`config.mk`:
```
export PLATFORM = sky130hd
export DESIGN_NAME = usb_dbg_bridge_flat
export DESIGN_NICKNAME = d
export VERILOG_FILES = /design/src/rtl/usb_dbg_bridge_if.sv /design/src/rtl/usb_dbg_bridge.sv /design/src/flat_wrapper.sv
export SDC_FILE = /design/constraint.sdc
export NUM_CORES = 1
export LEC_CHECK = 0
export CAP_MARGIN = 20
export CORE_MARGIN = 5
export CORE_UTILIZATION = 54
export CTS_CLUSTER_SIZE = 25
export DETAILED_ROUTE_END_ITERATION = 8
export HOLD_SLACK_MARGIN = 0.15
export PLACE_DENSITY_LB_ADDON = 0.3
export REMOVE_ABC_BUFFERS = 1
export SLEW_MARGIN = 30
export SYNTH_ARGS = -nofsm -noshare
export SYNTH_HDL_FRONTEND = slang
export SYNTH_SLANG_ARGS = --single-unit
```
`constraint.sdc`:
```
create_clock -name clk_i -period 4.5 [get_ports clk_i]
set_input_delay 1.125 -clock clk_i [delete_from_list [all_inputs] [get_ports clk_i]]
set_output_delay 1.125 -clock clk_i [all_outputs]
set_load 0.005 [all_outputs]
```
`src/rtl/usb_dbg_bridge_if.sv`:
```
// rtl/usb_dbg_bridge_if.sv - byte streams and memory bus of the debug bridge
interface usb_dbg_bridge_if;
  logic [7:0]  out_data_i;
  logic        out_valid_i;
  logic        out_ready_o;
  logic [7:0]  in_data_o;
  logic        in_valid_o;
  logic        in_ready_i;
  logic        mem_req_o;
  logic        mem_we_o;
  logic [31:0] mem_addr_o;
  logic [31:0] mem_wdata_o;
  logic [31:0] mem_rdata_i;
  logic        mem_ack_i;

  // master: the bridge itself; slave: the usb_cdc / memory environment
  modport master (
    input  out_data_i, out_valid_i, in_ready_i, mem_rdata_i, mem_ack_i,
    output out_ready_o, in_data_o, in_valid_o, mem_req_o, mem_we_o,
    output mem_addr_o, mem_wdata_o
  );

  modport slave (
    output out_data_i, out_valid_i, in_ready_i, mem_rdata_i, mem_ack_i,
    input  out_ready_o, in_data_o, in_valid_o, mem_req_o, mem_we_o,
    input  mem_addr_o, mem_wdata_o
  );
endinterface

```
`src/rtl/usb_dbg_bridge.sv`:
```
// rtl/usb_dbg_bridge.sv - byte-command to 32-bit memory bus debug bridge
module usb_dbg_bridge #(
  parameter logic [15:0] TIMEOUT = 16'd255
) (
  input logic              clk_i,
  input logic              rstn_i,
  usb_dbg_bridge_if.master io
);
  typedef enum logic [2:0] {IDLE, ADDR, DATA, BUS, RESP} state_e;

  state_e      state_q, state_d;
  logic        we_q, we_d;
  logic [1:0]  idx_q, idx_d;
  logic [31:0] addr_q, addr_d;
  logic [31:0] wdata_q, wdata_d;
  logic [15:0] cnt_q, cnt_d;
  logic [39:0] resp_q, resp_d;
  logic [2:0]  rem_q, rem_d;
  logic        in_valid_q, in_valid_d;
  logic [7:0]  in_data_q, in_data_d;

  logic out_ready;
  logic out_fire;
  logic timeout_hit;

  assign out_ready   = (state_q == IDLE) || (state_q == ADDR) || (state_q == DATA);
  assign out_fire    = io.out_valid_i && out_ready;
  assign timeout_hit = (cnt_q == TIMEOUT - 16'd1);

  // resp_q holds bytes not yet presented, LSB first; rem_q counts them
  always_comb begin
    state_d    = state_q;
    we_d       = we_q;
    idx_d      = idx_q;
    addr_d     = addr_q;
    wdata_d    = wdata_q;
    cnt_d      = cnt_q;
    resp_d     = resp_q;
    rem_d      = rem_q;
    in_valid_d = in_valid_q;
    in_data_d  = in_data_q;
    case (state_q)
      IDLE: begin
        if (out_fire) begin
          if (io.out_data_i == 8'h01 || io.out_data_i == 8'h02) begin
            we_d    = (io.out_data_i == 8'h01);
            idx_d   = 2'd0;
            state_d = ADDR;
          end else begin
            resp_d  = {32'h0, 8'hEE};
            rem_d   = 3'd1;
            state_d = RESP;
          end
        end
      end
      ADDR: begin
        if (out_fire) begin
          addr_d[{idx_q, 3'b000} +: 8] = io.out_data_i;
          idx_d = idx_q + 2'd1;
          if (idx_q == 2'd3) begin
            if (we_q) begin
              state_d = DATA;
            end else begin
              state_d = BUS;
              cnt_d   = 16'd0;
            end
          end
        end
      end
      DATA: begin
        if (out_fire) begin
          wdata_d[{idx_q, 3'b000} +: 8] = io.out_data_i;
          idx_d = idx_q + 2'd1;
          if (idx_q == 2'd3) begin
            state_d = BUS;
            cnt_d   = 16'd0;
          end
        end
      end
      BUS: begin
        // ack wins over a timeout landing in the same cycle
        if (io.mem_ack_i) begin
          resp_d  = we_q ? {32'h0, 8'h81} : {io.mem_rdata_i, 8'h82};
          rem_d   = we_q ? 3'd1 : 3'd5;
          state_d = RESP;
        end else if (timeout_hit) begin
          resp_d  = {32'h0, 8'hEF};
          rem_d   = 3'd1;
          state_d = RESP;
        end else begin
          cnt_d = cnt_q + 16'd1;
        end
      end
      RESP: begin
        if (!in_valid_q) begin
          in_valid_d = 1'b1;
          in_data_d  = resp_q[7:0];
          resp_d     = {8'h00, resp_q[39:8]};
          rem_d      = rem_q - 3'd1;
        end else if (io.in_ready_i) begin
          if (rem_q == 3'd0) begin
            in_valid_d = 1'b0;
            state_d    = IDLE;
          end else begin
            in_data_d = resp_q[7:0];
            resp_d    = {8'h00, resp_q[39:8]};
            rem_d     = rem_q - 3'd1;
          end
        end
      end
      default: state_d = IDLE;
    endcase
  end

  always_ff @(posedge clk_i or negedge rstn_i) begin
    if (!rstn_i) begin
      state_q    <= IDLE;
      we_q       <= 1'b0;
      idx_q      <= 2'd0;
      addr_q     <= 32'h0;
      wdata_q    <= 32'h0;
      cnt_q      <= 16'd0;
      resp_q     <= 40'h0;
      rem_q      <= 3'd0;
      in_valid_q <= 1'b0;
      in_data_q  <= 8'h00;
    end else begin
      state_q    <= state_d;
      we_q       <= we_d;
      idx_q      <= idx_d;
      addr_q     <= addr_d;
      wdata_q    <= wdata_d;
      cnt_q      <= cnt_d;
      resp_q     <= resp_d;
      rem_q      <= rem_d;
      in_valid_q <= in_valid_d;
      in_data_q  <= in_data_d;
    end
  end

  assign io.out_ready_o = out_ready;
  assign io.in_valid_o  = in_valid_q;
  assign io.in_data_o   = in_data_q;
  assign io.mem_req_o   = (state_q == BUS);
  assign io.mem_we_o    = we_q;
  assign io.mem_addr_o  = addr_q;
  assign io.mem_wdata_o = wdata_q;
endmodule

```
`src/flat_wrapper.sv`:
```
// flat-port wrapper written by rule: the top's interface ports become plain ports
module usb_dbg_bridge_flat 
#(
  parameter logic [15:0] TIMEOUT = 16'd255
)
  (clk_i, rstn_i, io_out_data_i, io_out_valid_i, io_in_ready_i, io_mem_rdata_i, io_mem_ack_i, io_out_ready_o, io_in_data_o, io_in_valid_o, io_mem_req_o, io_mem_we_o, io_mem_addr_o, io_mem_wdata_o);
  usb_dbg_bridge_if io_i ();
  input logic clk_i;
  input logic rstn_i;
  input wire logic [$bits(io_i.out_data_i)-1:0] io_out_data_i;
  input wire logic [$bits(io_i.out_valid_i)-1:0] io_out_valid_i;
  input wire logic [$bits(io_i.in_ready_i)-1:0] io_in_ready_i;
  input wire logic [$bits(io_i.mem_rdata_i)-1:0] io_mem_rdata_i;
  input wire logic [$bits(io_i.mem_ack_i)-1:0] io_mem_ack_i;
  output wire logic [$bits(io_i.out_ready_o)-1:0] io_out_ready_o;
  output wire logic [$bits(io_i.in_data_o)-1:0] io_in_data_o;
  output wire logic [$bits(io_i.in_valid_o)-1:0] io_in_valid_o;
  output wire logic [$bits(io_i.mem_req_o)-1:0] io_mem_req_o;
  output wire logic [$bits(io_i.mem_we_o)-1:0] io_mem_we_o;
  output wire logic [$bits(io_i.mem_addr_o)-1:0] io_mem_addr_o;
  output wire logic [$bits(io_i.mem_wdata_o)-1:0] io_mem_wdata_o;
  assign io_i.out_data_i = io_out_data_i;
  assign io_i.out_valid_i = io_out_valid_i;
  assign io_i.in_ready_i = io_in_ready_i;
  assign io_i.mem_rdata_i = io_mem_rdata_i;
  assign io_i.mem_ack_i = io_mem_ack_i;
  assign io_out_ready_o = io_i.out_ready_o;
  assign io_in_data_o = io_i.in_data_o;
  assign io_in_valid_o = io_i.in_valid_o;
  assign io_mem_req_o = io_i.mem_req_o;
  assign io_mem_we_o = io_i.mem_we_o;
  assign io_mem_addr_o = io_i.mem_addr_o;
  assign io_mem_wdata_o = io_i.mem_wdata_o;
  usb_dbg_bridge #(.TIMEOUT(TIMEOUT)) u_core (.clk_i(clk_i), .rstn_i(rstn_i), .io(io_i));
endmodule
```
==> results.py <==
metrics = {
    "clock_tree": {
        "clk_path_buf_depth": 2,
        "cts.sink_count": 138,
        "path_clk_slew_ns": 0.06,
        "cts_tree": "built",
        "cts_setup_buffers": 0,
        "htreeDepth": 4,
        "cts_buffers": 17,
        "postCtsResizedCells": 0,
        "root_buffer": "clkbuf_16",
        "clk_latency_ns": 0.42,
        "hold_buffers": 0,
    },
    "sta": {
        "relSlewSlack": 0.422,
        "grt_setup_unrepaired": "no",
        "tns_ns": 0,
        "setup_viol": 0,
        "period_share": 0.752,
        "drv_slew": 0,
        "fmax_mhz": 296,
        "min_period_ns": 3.38,
        "hold_viol": 0,
        "finClkSkew_ns": 0.00875,
        "tightestPinTransition_ns": 0.861,
    },
    "detailed_routing": {
        "antenna_left": 0,
        "routed-wl-met2_um": 7690,
        "top_layer": "met4",
        "wl_um": 15500,
        "via_per_inst": 5.87,
        "drc": 0,
        "met3_length_um": 925,
        "dr.pass1.iters": 6,
        "met1_length_um": 6510,
        "wl_per_cell_um": 19.0,
        "route.vias.total": 4772,
        "drtIter0Drc": 412,
    },
    "synthesis": {
        "synth_compound_gate_area_share": 0.110,
        "ys_types": 58,
        "synth_fa_ha_area_frac": 0.0174,
        "synth_warnings": 0,
        "synthArstFlopShare": 1.00,
        "syn_area_per_cell_sq_um": 12.3,
        "yosysMostFrequentCell": "dfrtp_1",
        "synth_mux_area_frac": 0.185,
        "synth_ff_type": "dfrtp_1",
        "synth_top_family_by_area": "multiplexers",
        "synth_seq_cells": 138,
        "synth_area_sq_um": 6490,
        "synth_top_area_frac": 0.532,
        "yosysSeqAreaShare": 0.532,
        "synthTopCellsByCount": "dfrtp_1, mux2_2, nand2_1, and2_1, a22o_1",
        "synth-simple-area-share": 0.123,
        "synthXorXnorAreaFrac": 0.00270,
        "synth_edf_count": 0,
        "netlist_instances": 528,
        "synth_area_leaders": "dfrtp_1, mux2_2, mux2_1",
        "netlist.top_cell.by_area": "dfrtp_1",
    },
    "final_layout": {
        "register_area_sq_um": 3450,
        "drive_gt1_frac": 0.183,
        "fin_nets": 707,
        "area_growth_pct": 30.3,
        "fillers": 824,
        "finalNonFillerCells": 813,
        "multiInputGateArea_sq_um": 2850,
        "diodes": 0,
    },
    "pwr": {
        "total_power_mw": 4.18,
        "irDropWorstVdd_mv": 0.363,
        "cellPowerDensity_nw_per_um2": 494,
        "p_int_mw": 2.82,
        "clkPwrFrac": 0.345,
        "switching_share": 0.325,
        "p_seq_frac": 0.366,
        "comb_power_share": 0.289,
        "power_switching_mw": 1.36,
        "leakage_nw": 3.94,
    },
    "die": {
        "io_pins": 121,
        "rows": 40,
        "dieWidth_um": 120,
        "die_h_um": 120,
        "dieArea_sq_um": 14300,
        "start_util": 0.545,
        "coreArea_sq_um": 11900,
    },
    "grt": {
        "grt_pass1_vias": 5075,
        "grt_pass1_wl_um": 25800,
        "grt.overflow.total": 0,
        "antenna_found_initial": 0,
        "grt_max_degree": 67,
        "track_usage": 0.227,
    },
    "worst_setup_path": {
        "end_kind": "primary output",
        "startpoint_type": "flop",
        "cp.required_ns": 3.38,
        "rrSetupSlack_ns": 1.58,
        "cp.arrival_ns": 2.26,
        "crit_type": "flop to primary output",
        "cp_max_fo": 14,
    },
    "placement": {
        "gp_congestion": 0.898,
        "place_inst": 781,
        "port-buffer-count": 120,
        "dpl.hpwl_um": 10900,
    },
    "hold_path": {
        "hold_path.class": "flop to flop",
    },
    "job": {
        "cap_violations": 0,
    },
    "run_status": {
        "status": "complete, no violations",
    },
}
-- sequential cells by signal, indices dropped and copies added, names as in the netlist --
register	count
u_core.io.in_valid_o	1
u_core.state_q	3
u_core.resp_q	40
u_core.io.in_data_o	8
u_core.io.mem_wdata_o	32
u_core.io.mem_addr_o	32
u_core.rem_q	3
u_core.idx_q	2
u_core.io.mem_we_o	1
u_core.cnt_q	16
-- path summary, 6_finish.rpt --
kind / startpoint / to / cells past startpoint
max: u_core.state_q[1] / io_mem_req_o / 3
min in group asynchronous: rstn_i / u_core.cnt_q[2] / 1
min reg2reg: u_core.resp_q[29] / u_core.resp_q[29] / 1
min: u_core.resp_q[29] / u_core.resp_q[29] / 1
max reg2reg: u_core.cnt_q[0] / u_core.resp_q[21] / 7
max in group asynchronous: rstn_i / u_core.io.mem_wdata_o[9] / 2
-- cell families after synthesis --
group,count (synthesis)
mux,107
buf+inv,44
fa+ha+maj,9
flops,138
xor+xnor,2
compound gates,88
simple gates,140
-- metal layers --
metal  up-vias  GRT usage
met4         0     0.0845
li1       2202          -
met5         -          0
met1      2403      0.287
met2       141      0.367
met3        26     0.0716
-- final cells by class --
class / instances / share of cell area
flip-flops and latches: 138 / 0.408
multi-input cells: 346 / 0.337
repair buffers: 127 / 0.150
clock buffers: 19 / 0.0536
well taps: 147 / 0.0217
clock inverters: 13 / 0.0197
inverters: 23 / 0.0102
-- cells in the final DEF, fill, tap and decap left out, types with 3 or more instances in the layout --
master | Yosys | routed
o211ai_1 | 6 | 6
dfrtp_1 | 138 | 138
nand3_1 | 7 | 7
o221ai_1 | 5 | 5
inv_1 | 23 | 23
nor3_1 | 3 | 3
o2111ai_1 | 3 | 3
a22o_1 | 33 | 33
clkinvlp_4 | 0 | 5
a31oi_1 | 8 | 8
nand4_1 | 14 | 14
clkbuf_16 | 0 | 17
nand2_1 | 35 | 35
and2_1 | 34 | 34
mux2_1 | 30 | 30
nand2b_1 | 6 | 6
nor2_1 | 13 | 12
clkdlybuf4s50_1 | 0 | 119
a21o_1 | 3 | 3
ha_1 | 9 | 9
bufinv_16 | 0 | 3
mux2_2 | 75 | 75
or4_1 | 7 | 7
o21ai_0 | 5 | 5
nor3b_1 | 6 | 5
a21oi_1 | 4 | 4
buf_4 | 1 | 6
-- metrics by stage --
stage	hold WS [ns]	worst slack (ns)	area [sq um]	util
floorplan	0.454	0.311	6380	-
global placement	0.467	0.807	7840	0.658
detailed placement	0.478	0.798	7840	0.658
CTS	0.489	1.12	8460	0.710
global route	0.506	0.983	8460	0.710
finish	0.484	1.12	8460	0.710
-- critical path, cell delays in order, from the launching register on --
cell and delay (ns):
dfrtp_1 0.62, nand3b_1 0.25, inv_1 0.38, clkdlybuf4s50_1 0.58
-- power groups by stage --
stage	clock network (mW)	registers, mW	logic, mW
after floorplan	0	1.51	0.780
after global placement	0	1.54	1.16
after detailed placement	0	1.54	1.20
after CTS	1.47	1.53	1.21
after global routing	1.54	1.55	1.32
final	1.44	1.53	1.21
No activity file was read; power rests on OpenSTA's default activity.
